===== config.mk =====
export PLATFORM = sky130hd
export DESIGN_NAME = sim_expect_mem
export DESIGN_NICKNAME = d
export VERILOG_FILES = /design/src/rtl/sim_check_pkg.sv /design/src/rtl/sim_expect_mem.sv
export SDC_FILE = /design/constraint.sdc
export NUM_CORES = 1
export LEC_CHECK = 0
export CAP_MARGIN = 20
export CELL_PAD_IN_SITES_DETAIL_PLACEMENT = 0
export CELL_PAD_IN_SITES_GLOBAL_PLACEMENT = 1
export CORE_MARGIN = 1
export CORE_UTILIZATION = 47
export CTS_CLUSTER_DIAMETER = 40
export DETAILED_ROUTE_END_ITERATION = 10
export PLACE_DENSITY = 0.86
export SYNTH_ARGS = -nofsm -noshare
export SYNTH_HDL_FRONTEND = slang
export SYNTH_SLANG_ARGS = --single-unit
export TNS_END_PERCENT = 10

===== constraint.sdc =====
create_clock -name clk -period 3.7 [get_ports clk]
set_clock_uncertainty 0.15 [all_clocks]
set_input_delay 0.555 -clock clk [delete_from_list [all_inputs] [get_ports clk]]
set_output_delay 0.555 -clock clk [all_outputs]
set_load 0.02 [all_outputs]

===== src/rtl/sim_check_pkg.sv =====
// Shared types and width helpers for the simulation result checker.
// Imported by the checker top and its expected-value store.
package sim_check_pkg;

    typedef enum logic [1:0] {
        ST_LOAD = 2'd0,
        ST_RUN  = 2'd1,
        ST_PASS = 2'd2,
        ST_FAIL = 2'd3
    } state_t;

    function automatic int idx_w(input int depth);
        return $clog2(depth);
    endfunction

    function automatic int cnt_w(input int depth);
        return $clog2(depth) + 1;
    endfunction

    function automatic int tmr_w(input int timeout);
        return $clog2(timeout) + 1;
    endfunction

endpackage


===== src/rtl/sim_expect_mem.sv =====
// Expected-value store: synchronous write, combinational read.
// Contents are not reset; only entries below exp_count are ever read.
module sim_expect_mem
    import sim_check_pkg::*;
#(
    parameter int WIDTH = 32,
    parameter int DEPTH = 8
) (
    input  logic                     clk,
    input  logic                     we,
    input  logic [$clog2(DEPTH)-1:0] waddr,
    input  logic [WIDTH-1:0]         wdata,
    input  logic [$clog2(DEPTH)-1:0] raddr,
    output logic [WIDTH-1:0]         rdata
);

    logic [WIDTH-1:0] mem [DEPTH];

    // Append port used while the list is being loaded.
    always_ff @(posedge clk) begin
        if (we) begin
            mem[waddr] <= wdata;
        end
    end

    assign rdata = mem[raddr];

endmodule


-- Yosys cells after proc, flatten, opt, wreduce, memory -nomap -nowiden
Memories as Yosys holds them, arrays and structs flattened.
Cells that the tools add are included.
- register bits after elaboration: 0
- latch bits: 0
- bits in writable memories: 256
- ROM bits: 0
- input bits: 40
- output and inout bits: 32
- word-level logic and storage cells: 3
- memories kept: 1
- memory list (memory ; words ; bits a word ; read ports ; clocked after Yosys merged registers in ; wr ports ; line ; RTL):
    mem ; 8 ; 32 ; 1 ; 0 ; 1 ; sim_expect_mem.sv:17 ; logic [WIDTH-1:0] mem [DEPTH];
- add/subtract/negate cells: 0
- $mul: 0
- divide/modulo/power cells: 0
- order comparisons: 0
- eq/ne operators: 0
- shift operators: 0
- muxes and demuxes: 2
- bitwise operators: 0
- reductions and logical operators: 0
- operator list (operator ; count):
    2-to-1 mux 1 bit ; 2

-- Depth between registers and ports, before layout
Gate-level depths: netlist (run 1).
- depth in word-level cells: 2
- gate-level depth with buffers: 4
- depth with buffers taken out: 2

-- Worst setup path after synthesis (run 1)
Ideal clock, no wire load.
- path kind: in2reg
- from: input waddr[2]
- to: memory mem[0][0] (enable)
- library setup time: 0.461 ns
- arrival: 2.941 ns
- data required time: 3.089 ns
- path slack: 0.148 ns
- stages on the path: 2
- buffers on the path: 0
- path through: nand2b_1 > nor3_1
- RTL lines (item ; line ; RTL):
    start, declared ; sim_expect_mem.sv:11 ; input logic [$clog2(DEPTH)-1:0] waddr,
    end, declared ; sim_expect_mem.sv:17 ;
No word-level cell before the write port.

-- Worst setup path after layout (run 1)
- from: input raddr[0]
- to: output rdata[26]
- longest elaborated chain between the ends: 1
- RTL lines (item ; line ; RTL):
    start, declared ; sim_expect_mem.sv:13 ; input logic [$clog2(DEPTH)-1:0] raddr,
    memory read (8 x 32 bit) ; n/a ;
    end, declared ; sim_expect_mem.sv:14 ; output logic [WIDTH-1:0] rdata
No other way between the ends.

==> flow_metrics.py, run 1 <==
metrics = {
    "outcome": {
        "status": "completed",
    },
    "logic_synthesis": {
        "synth_area_mm2": 0.00983,
        "synthMuxAreaShare_pct": 19.9,
        "synth_seq_cells": 256,
        "seq_area_frac_synth_pct": 78.2,
        "synth_fp_nets": 423,
        "yosys.area_share.simple_pct": 0.598,
        "ys_types": 12,
        "synth_top_family_by_area": "multiplexers",
        "synth_compound_area_share_pct": 0,
        "ys.warnings.count": 0,
        "syn-mean-instance-area_um2": 25.7,
        "synthAdderAreaFrac_pct": 0,
        "netlist_instances": 383,
        "synth_xor_area_share_pct": 0,
    },
    "clock_tree": {
        "post_cts_buffers": 0,
        "htreeDepth": 1,
        "clockBufferDepth": 3,
        "clock_sinks": 256,
        "cts_tree": "built",
        "cts.clk_slew.worst_paths_ns": 0.06,
        "hold_buffers": 0,
        "numCtsBuffers": 30,
        "post_cts_resized": 0,
        "root_buffer": "clkbuf_16",
    },
    "worst_hold_path": {
        "min_path_type": "in2reg",
    },
    "die": {
        "fp.coreArea_mm2": 0.0204,
        "die_x_um": 147,
        "start_util_pct": 48.2,
        "row_count": 52,
        "dieArea_mm2": 0.0215,
        "die_y_um": 147,
        "ioPinCount": 72,
    },
    "drt": {
        "post_drt_wl_per_cell_um": 23.2,
        "antenna_left": 0,
        "dr.pass1.iters": 4,
        "viasPerCell": 5.52,
        "drc": 0,
        "drt-initial-drc-count": 297,
        "vias": 4290,
        "route.final.wire_length_um": 18000,
    },
    "setup_path": {
        "worstSetupEndpointType": "output port",
        "arrival_ns": 2.55,
        "critPathMaxFanout": 22,
        "crit_type": "in2out",
        "crit_end": "rdata[26]",
        "required_ns": 2.99,
        "crit_path_start": "raddr[0]",
        "startpoint_type": "primary input",
    },
    "grt": {
        "first_global_vias": 4670,
        "grt_max_degree": 65,
        "gr-total-overflow": 0,
        "grt_antenna_before_repair": 0,
        "grt_usage_pct": 17.6,
        "grt_pass1_wl_um": 27800,
    },
    "sta": {
        "whs_ns": 0.585,
        "post-route-period-util_pct": 88.1,
        "finalHoldViolCount": 0,
        "drv_slew": 0,
        "timing.final.ws_setup_ns": 0.441,
        "fmax_mhz": 307,
        "max_slew_margin_pct": 56.5,
        "period_needed_ns": 3.26,
        "rsz0062_at_grt": "false",
        "tns_ns": 0,
        "setup-violations-final": 0,
        "worst_slew_pin_slew_ns": 0.651,
    },
    "placement": {
        "place_hpwl_um": 9800,
        "gp_congestion": 0.694,
        "dp.cells": 722,
        "port_buffers": 71,
        "place_ws_ns": 0.408,
    },
    "power_and_ir_drop": {
        "powerDensity_mw_per_mm2": 553,
        "ir_drop_mv": 0.445,
        "p_leak_nw": 3.93,
    },
    "layout": {
        "largest_reg_flops": 256,
        "drive_above_1_share_pct": 25.8,
        "syn_to_final_growth_pct": 22.3,
        "nNetsFinal": 524,
        "antennaDiodeCount": 0,
        "top_register": "mem",
        "stdcell_count": 777,
        "top_regs": "mem: 256 flops",
    },
    "run": {
        "cap_violations": 0,
    },
}
==> through the flow <==
step | area [um2] | util (%) | power, mW
after global routing | 12000 | 59.0 | 6.86
after detailed placement | 11000 | 54.1 | 3.83
after CTS | 12000 | 59.0 | 6.70
after floorplan | 9830 | - | 3.61
final | 12000 | 59.0 | 6.64
after global placement | 11000 | 54.1 | 3.81
==> worst max-delay path: stages <==
cell,delay (ns)
buf_4,0.30
buf_12,0.25
mux4_1,0.58
mux2_2,0.30
clkdlybuf4s50_1,0.54
==> Yosys cell counts <==
cell type  count  area [um2]
buf_2          6        30.0
clkbuf_1       1        3.75
nor2_1         6        22.5
buf_1          4        15.0
mux4_1        40        1050
edfxtp_1     256        7690
mux4_2        24         541
mux2_2        32         360
nand2_1        2        7.51
nand2b_1       3        18.8
buf_6          7        78.8
nor3_1         2        10.0
==> kinds of logic (layout without fill, tap and decap cells) <==
logic type,Yosys count,count (layout)
buffers and inverters,18,142
flip-flops,256,256
multiplexers,96,96
AND/OR/NAND/NOR,13,13
==> worst min path at each step <==
stage / endpoint / startpoint / slack (ns) / cells past startpoint
3_3_place_gp: mem[5][8] / wdata[8] / 1.10 / 1
5_1_grt: mem[6][31] / wdata[31] / 0.60 / 1
2_1_floorplan: mem[0][0] / wdata[0] / 0.50 / 0
3_5_place_dp: mem[0][7] / wdata[7] / 1.14 / 1
4_1_cts: mem[0][7] / wdata[7] / 0.57 / 1
6_report: mem[0][7] / wdata[7] / 0.59 / 1
==> power breakdown <==
part	internal [mW]	switching, mW	leakage, nW
clock	1.76	1.12	0.489
sequential	3.29	0.0194	2.33
combinational	0.230	0.220	1.12
total	5.28	1.36	3.93
==> layout make-up <==
cell class,instances,area (um2)
fillers,1407,8350
clock buffers,37,798
well taps,270,338
clock inverters,18,195
multi-input cells,109,2070
flip-flops and latches,256,7690
repair buffers,87,931
==> per-layer routing <==
layer	global-route usage [%]	wire, um
met1	22.9	7460
met2	30.4	9260
met3	3.25	904
met4	4.95	379
met5	0	0
==> cells in the final DEF (no fill, tap or decap), types with 4 or more instances in the layout <==
cell and count:
buf_12 9, nor2_4 6, clkbuf_16 31, mux2_2 32, buf_4 8, mux4_2 24, clkdlybuf4s50_1 68, inv_6 4
mux4_1 40, clkbuf_1 6, edfxtp_1 256, clkinv_2 6
(Power assumes the default switching activity.)
==> run 2, diff against run 1 <==
==> constraint.sdc (replaced) <==
create_clock -name clk -period 3.7 [get_ports clk]
set_clock_uncertainty 0.15 [all_clocks]
set_input_delay 1.11 -clock clk [delete_from_list [all_inputs] [get_ports clk]]
set_output_delay 1.11 -clock clk [all_outputs]
set_load 0.02 [all_outputs]
==> run 2 against run 1 <==
Total power fell by 1.3%. Combinational power is 4.4% higher. Wire length up 4.4%. Worst hold slack better by 0.55 ns. Final cell count grew 2.1%.
==> flow_metrics.py, run 2 (same netlist as run 1, synthesis figures left out) <==
metrics = {
    "layout": {
        "syn_to_final_growth_pct": 23.8,
        "final_util_pct": 59.7,
        "nNetsFinal": 539,
        "top_register": "mem",
        "n_fill_cell": 1394,
        "multi_input_area_mm2": 0.00203,
        "antennaDiodeCount": 0,
        "ff_latch_area_mm2": 0.00769,
        "top_regs": "mem: 256 flops",
        "layout_commonest_cell": "edfxtp_1",
        "drive_above_1_share_pct": 37.1,
        "layout_common_cells": "edfxtp_1 (256), mux4_2 (38), clkdlybuf4s50_1 (36)",
        "largest_reg_flops": 256,
    },
    "die": {
        "row_count": 52,
        "dieArea_mm2": 0.0215,
        "start_util_pct": 48.2,
        "die_y_um": 147,
        "die_x_um": 147,
        "fp.coreArea_mm2": 0.0204,
        "ioPinCount": 72,
    },
    "placement": {
        "gp_congestion": 0.663,
        "place_hpwl_um": 9600,
        "port_buffers": 71,
    },
    "worst_hold_path": {
        "min_path_type": "in2reg",
        "min_to": "mem[5][28]",
        "min_from": "wdata[28]",
        "hold_depth": 1,
    },
    "grt": {
        "grt_pass1_wl_um": 27900,
        "grt_max_degree": 33,
        "grt_antenna_before_repair": 0,
        "use_met3_pct": 2.81,
        "grt_usage_pct": 17.8,
        "grt-busiest-layer": "met2",
        "use_met1_pct": 23.2,
        "first_global_vias": 4650,
        "gr-total-overflow": 0,
        "met2_usage_pct": 30.5,
    },
    "setup_path": {
        "startpoint_type": "primary input",
        "crit_chain": "buf_16 > buf_12 > buf_16 > mux4_1 > mux2_2 > buf_2",
        "cp_common_cell": "buf_16",
        "crit_type": "in2out",
        "critPathSlowestCell": "mux4_1",
        "crit_path_start": "raddr[0]",
        "arrival_ns": 2.44,
        "cpPeakStageDelay_ns": 0.53,
        "required_ns": 2.44,
        "crit_family": "multiplexers",
        "crit_buf_inv": 4,
        "worstSetupEndpointType": "output port",
        "critPathMaxFanout": 6,
    },
    "sta": {
        "rsz0062_at_grt": "true",
        "period_needed_ns": 3.70,
        "fmax_mhz": 270,
        "post-route-period-util_pct": 99.9,
        "drv_slew": 0,
        "worst_slew_pin_slew_ns": 0.423,
        "max_slew_margin_pct": 71.8,
        "tns_ns": 0,
        "finalHoldViolCount": 0,
        "setup-violations-final": 0,
    },
    "drt": {
        "post_drt_wl_per_cell_um": 23.7,
        "drt-initial-drc-count": 319,
        "vias": 4414,
        "route.final.wire_length_um": 18800,
        "viasPerCell": 5.57,
        "drc": 0,
        "antenna_left": 0,
        "dr.pass1.iters": 4,
    },
    "clock_tree": {
        "htreeDepth": 1,
        "hold_buffers": 0,
        "cts.clk_slew.worst_paths_ns": 0.06,
        "root_buffer": "clkbuf_16",
        "clockBufferDepth": 3,
        "numCtsBuffers": 30,
        "cts_tree": "built",
        "clock_sinks": 256,
    },
    "run": {
        "cap_violations": 0,
    },
    "power_and_ir_drop": {
        "powerDensity_mw_per_mm2": 539,
        "ir_drop_mv": 0.411,
        "p_leak_nw": 4.03,
    },
    "outcome": {
        "status": "completed",
    },
}
run 2: area by class of cell:
cell class / count / share of cell area [%]
clock inverters: 24 / 1.66
repair buffers: 102 / 9.45
clock buffers: 32 / 6.24
flip-flops and latches: 256 / 63.2
well taps: 270 / 2.78
multi-input cells: 109 / 16.7
run 2: what timing repair did:
item / 4_1_cts / 5_1_grt
gates resized for setup: 146 / 11
cloned: 6 / 1
endpoints found under the setup margin: 32 / 26
buffers inserted: 2 / 4
hold endpoints to repair: 0 / 0
run 2: metal layers:
| layer | share of wire (%) | wire length (um) |
|---|---|---|
| met1 | 41 | 7700 |
| met3 | 4.8 | 907 |
| met2 | 52 | 9720 |
| met5 | 0 | 0 |
| met4 | 2.5 | 472 |
run 2: per-stage QoR:
step           power [mW]  worst slack [ns]  hold WS (ns)  instance area [um2]  instances
6_report             6.55           0.00274          1.13                12200        793
4_1_cts              6.59            -0.126          1.12                12100        788
5_1_grt              6.75           -0.0242          1.14                12200        793
3_3_place_gp         3.82            -0.454          1.66                11100        724
3_5_place_dp         3.83            -0.477          1.69                11100        724
2_1_floorplan        3.61            -0.316          1.06                 9830        383
run 2: power by group:
part / switching (mW) / internal (mW)
Sequential: 0.0215 / 3.29
Combinational: 0.233 / 0.237
Clock: 1.18 / 1.59
run 2: how the worst max path moves through the flow:
| stage | to | slack, ns | cells after the start |
|---|---|---|---|
| CTS | rdata[27] | -0.13 | 5 |
| detailed placement | rdata[18] | -0.48 | 5 |
| global route | rdata[14] | -0.02 | 6 |
| global placement | rdata[17] | -0.45 | 5 |
| finish | rdata[29] | 0.003 | 6 |
| floorplan | mem[4][0] | -0.32 | 2 |
==> run 3, diff against run 2 <==
Settings changed: CORE_UTILIZATION 47 to 45, PLACE_DENSITY 0.86 to 0.84.
==> run 3 against run 2 <==
Sequential cell count is the same. Largest cell class unchanged. Sequential share of layout area shrank 0.55 points. Combinational power up 1%. Global-route usage is 0.24 points higher. Wire length up 3.8%. Fmax hardly changed. Clock-buffer cell count rose by 1. Final cell count is 0.76% higher. Clock power increased by 17%. Sequential power is essentially flat.
==> flow_metrics.py, run 3 (same netlist as run 1, synthesis figures left out) <==
metrics = {
    "outcome": {
        "status": "completed",
    },
    "die": {
        "die_x_um": 150,
        "row_count": 53,
        "die_y_um": 150,
        "dieArea_mm2": 0.0224,
        "ioPinCount": 72,
        "start_util_pct": 46.3,
        "fp.coreArea_mm2": 0.0212,
    },
    "worst_hold_path": {
        "hold_depth": 1,
        "min_from": "wdata[28]",
        "min_path_type": "in2reg",
    },
    "grt": {
        "grt_usage_pct": 18.0,
        "grt_max_degree": 27,
        "first_global_vias": 4743,
        "gr-total-overflow": 0,
        "grt_antenna_before_repair": 1,
        "grt_pass1_wl_um": 29000,
    },
    "placement": {
        "place_ws_ns": -0.462,
        "dp.cells": 736,
        "place_hpwl_um": 10900,
        "gp_congestion": 0.686,
        "place_area_mm2": 0.0111,
        "port_buffers": 71,
    },
    "power_and_ir_drop": {
        "powerDensity_mw_per_mm2": 573,
        "power.internal_mw": 5.58,
        "combPwrFrac_pct": 6.7,
        "power.share.sequential_pct": 47.1,
        "netSwitchingFraction_pct": 20.7,
        "clkPwrFrac_pct": 46.1,
        "ir_drop_mv": 0.402,
        "p_sw_mw": 1.46,
        "p_leak_nw": 4.11,
        "power_mw": 7.03,
    },
    "layout": {
        "drive_above_1_share_pct": 38.4,
        "nNetsFinal": 540,
        "largest_reg_flops": 256,
        "layout_common_cells": "edfxtp_1 (256), mux4_2 (42), clkdlybuf4s50_1 (36)",
        "antennaDiodeCount": 0,
        "syn_to_final_growth_pct": 24.9,
        "layout_commonest_cell": "edfxtp_1",
        "top_register": "mem",
        "top_regs": "mem: 256 flops",
        "n_fill_cell": 1527,
        "stdcell_count": 799,
        "stdcell_area_mm2": 0.0123,
    },
    "run": {
        "cap_violations": 0,
    },
    "drt": {
        "drc": 0,
        "route.final.wire_length_um": 19500,
        "drt-initial-drc-count": 312,
        "viasPerCell": 5.57,
        "vias": 4449,
        "antenna_left": 0,
        "dr.pass1.iters": 4,
        "post_drt_wl_per_cell_um": 24.4,
    },
    "setup_path": {
        "crit_path_start": "raddr[0]",
        "crit_type": "in2out",
        "arrival_ns": 2.44,
        "crit_family": "multiplexers",
        "startpoint_type": "primary input",
        "crit_cells": 5,
        "critPathSlowestCell": "mux4_1",
        "critPathMaxFanout": 9,
        "crit_chain": "buf_16 > buf_12 > mux4_1 > mux2_4 > buf_2",
        "cpPeakStageDelay_ns": 0.56,
        "required_ns": 2.44,
        "worstSetupEndpointType": "output port",
        "crit_buf_inv": 3,
    },
    "clock_tree": {
        "clockBufferDepth": 3,
        "cts_tree": "built",
        "htreeDepth": 1,
        "post_cts_buffers": 0,
        "root_buffer": "clkbuf_16",
        "hold_buffers": 0,
        "clock_sinks": 256,
        "cts.clk_slew.worst_paths_ns": 0.06,
        "numCtsBuffers": 31,
    },
    "sta": {
        "fmax_mhz": 271,
        "rsz0062_at_grt": "true",
        "finalHoldViolCount": 0,
        "post-route-period-util_pct": 99.9,
        "drv_slew": 0,
        "timing.final.ws_setup_ns": 0.00455,
        "worst_slew_pin_slew_ns": 0.458,
        "max_slew_margin_pct": 69.5,
        "setup-violations-final": 0,
        "period_needed_ns": 3.70,
        "whs_ns": 1.15,
    },
}
==> run 3: cell types whose count changed in the layout (fill, tap and decap cells not counted), moves of 5 or more <==
| cell | delta |
|---|---|
| buf_12 | -7 |
| buf_2 | -7 |
| buf_4 | +12 |
| bufinv_16 | +6 |
| mux2_2 | -5 |
| mux2_4 | +5 |
==> run 3: cell type report <==
cell class | count | area (um2) | area share, %
Clock buffer | 33 | 783 | 6.38
Multi-Input combinational cell | 109 | 2030 | 16.6
Sequential cell | 256 | 7690 | 62.7
Timing Repair Buffer | 102 | 1070 | 8.74
Clock inverter | 24 | 350 | 2.86
Tap cell | 275 | 344 | 2.80
==> run 3: timing repair <==
| action | 4_1_cts | 5_1_grt |
|---|---|---|
| pin swaps | 0 | 0 |
| resized for setup | 166 | 10 |
| setup endpoints to repair | 32 | 6 |
| hold endpoints to repair | 0 | 0 |
| cloned | 6 | 0 |
==> run 3: power by group through the flow <==
stage	registers (mW)	clock network [mW]	logic [mW]
finish	3.31	3.24	0.475
detailed placement	3.37	0	0.466
global route	3.32	3.40	0.501
global placement	3.36	0	0.455
floorplan	3.36	0	0.242
CTS	3.31	3.28	0.476
==> run 3: per-stage QoR <==
stage          utilization [%]  TNS (ns)
3_3_place_gp              52.4    -13.17
6_report                  57.8         0
4_1_cts                   57.9    -0.115
5_1_grt                   57.8   -0.0347
3_5_place_dp              52.4    -13.47
2_1_floorplan                -    -10.11
==> run 3: routing by layer <==
layer | part of all wire (%) | track usage [%] | vias up
met3 | 5.2 | 3.35 | 42
met4 | 2.1 | 4.85 | 0
met2 | 52 | 31.9 | 146
met5 | 0 | 0 | -
met1 | 41 | 22.8 | 2346
li1 | - | - | 1915
==> run 3: worst paths after layout <==
kind / end
worst max-delay path: rdata[9]
worst min-delay path: mem[6][28]
==> edit, RTL diff (flow settings as in run 2) <==
Register the inputs `we`, `waddr`, `wdata` and `raddr` before use, without a reset. The logic sees them one clock later.
--- a/src/rtl/sim_expect_mem.sv
+++ b/src/rtl/sim_expect_mem.sv
@@ -14,16 +14,28 @@
     output logic [WIDTH-1:0]         rdata
 );
 
+    logic we_q;
+    logic [$clog2(DEPTH)-1:0] waddr_q;
+    logic [WIDTH-1:0] wdata_q;
+    logic [$clog2(DEPTH)-1:0] raddr_q;
+
+    always_ff @(posedge clk) begin
+        we_q    <= we;
+        waddr_q <= waddr;
+        wdata_q <= wdata;
+        raddr_q <= raddr;
+    end
+
     logic [WIDTH-1:0] mem [DEPTH];
 
     // Append port used while the list is being loaded.
     always_ff @(posedge clk) begin
-        if (we) begin
-            mem[waddr] <= wdata;
+        if (we_q) begin
+            mem[waddr_q] <= wdata_q;
         end
     end
 
-    assign rdata = mem[raddr];
+    assign rdata = mem[raddr_q];
 
 endmodule
 
Behaviour: not the same (Yosys sat finds a counterexample within 4 cycles, from zero or initial values).
==> edit against run 2 <==
  * Sequential cell count increased by 39
  * Routed wire length grew 3.9%
  * Area after synthesis increased by 7.9%
  * Die area grew 7.8%
  * Sequential share of layout area rose by 2.2 points
  * Total power increased by 17%
  * The run now ends with DRC left
  * Design area increased by 6.5%
  * Worst setup slack gained 87 ps
  * Critical path type is now reg -> out
==> edit: results (changes against run 2) <==
| Metric | Value |
|---|---|
| Lkg Pwr | 4.38 nW (+8.6%) |
| WS Path Type | reg -> out |
| CP max FO | 17 (+11) |
| Worst IR drop on VDD | 0.000286 V (-30%) |
| GRT Util Overall | 17.4% (-0.40 points) |
| Fillcell total | 1509 (+8.2%) |
| Commonest cells post-synth | edfxtp_1, mux4_1, dfxtp_1 |
| DP Wirelength | 10.4 mm (+8.0%) |
| Cell Area, Placed | 0.0117 mm^2 (+5.7%) |
| Worst hold start | wdata_q[23] |
| Met3 wire len | 1.30 mm (+43%) |
| Hold EP | mem[6][23] |
| DR pass1 iterations | 7 (+3) |
| NumNets Final | 567 (+5.2%) |
| DRT iter0 DRCs | 362 (+13%) |
| Post-CTS sizing | 33 (-77%) |
| Failing checks | DRC |
| Synth cell types | 13 (+1) |
| Non-clk buf share | 6.63% (-2.8 points) |
| Sequential area share after synthesis | 79.8% (+1.6 points) |
| Worst EP arrival | 2350 ps (-90 ps) |
| Largest net degree at the start of global routing | 65 (+97%) |
| Seq area share | 65.4% (+2.2 points) |
| Via count of the first global-routing pass | 4927 (+6.0%) |
| P_seq | 0.00380 W (+15%) |
| H-tree depth | 2 (+1) |
| Placed Instances | 768 (+6.1%) |
| Area contributors post-synth | edfxtp_1, mux4_1, dfxtp_1, mux4_2, mux2_2 |
| Final wirelength | 19.5 mm (+3.9%) |
| Area occupied by multi-input gates | 0.00207 mm^2 (+1.9%) |
| Met1 Track Usage GR | 21.7% (-1.5 points) |
| Status | complete, but fails checks |
| Residual DRC count | 5 (+5) |
| Num Clock Sinks | 295 (+15%) |
| Post-Layout Cell Count | 835 (+5.3%) |
| Largest registers | mem (256), wdata_q (32), waddr_q (3) |
| CLK BUF | 44 (+38%) |
| Non-CTS buffers | 85 (-17%) |
| Hold crit path type | reg -> reg |
| Sw frac | 20.6% (-1.3 points) |
| Worst setup endpoint | rdata[23] |
| TritonCTS buffer count | 36 (+20%) |
| First-pass GRT wire length | 29.5 mm (+5.6%) |
| Routed length on met1 | 7.64 mm (-0.75%) |
| GPL Wtd Cong | 0.708 (+6.8%) |
| Post-Syn Instances | 422 (+10%) |
| Logic pwr share | 5.1% (-2.1 points) |
| Worst path max stage delay | 590 ps (+60 ps) |
edit: cell count changes after synthesis:
cell / change
dfxtp_1: +39
edit: through the flow:
step           utilization (%)  total power [W]  hold WS (ps)  worst slack, ps
2_1_floorplan                -          0.00408           357              412
3_3_place_gp              53.5          0.00426           372              380
3_5_place_dp              53.5          0.00428           392              358
4_1_cts                   58.8          0.00774           399             -141
5_1_grt                   59.0          0.00789           418             26.4
6_report                  59.0          0.00766           396             89.5
edit: logic make-up (layout without fill, tap and decap cells):
group / Yosys count / count (layout) / share of synthesized area [%]
multiplexers: 96 / 96 / 18.4
buffers and inverters: 18 / 151 / 1.20
flip-flops: 295 / 295 / 79.8
AND/OR/NAND/NOR: 13 / 13 / 0.554
edit: worst register-to-register path, stage by stage (launching register included):
cell and delay [ps]:
dfxtp_1 300, nand2b_1 290, nor2_4 680, buf_4 430
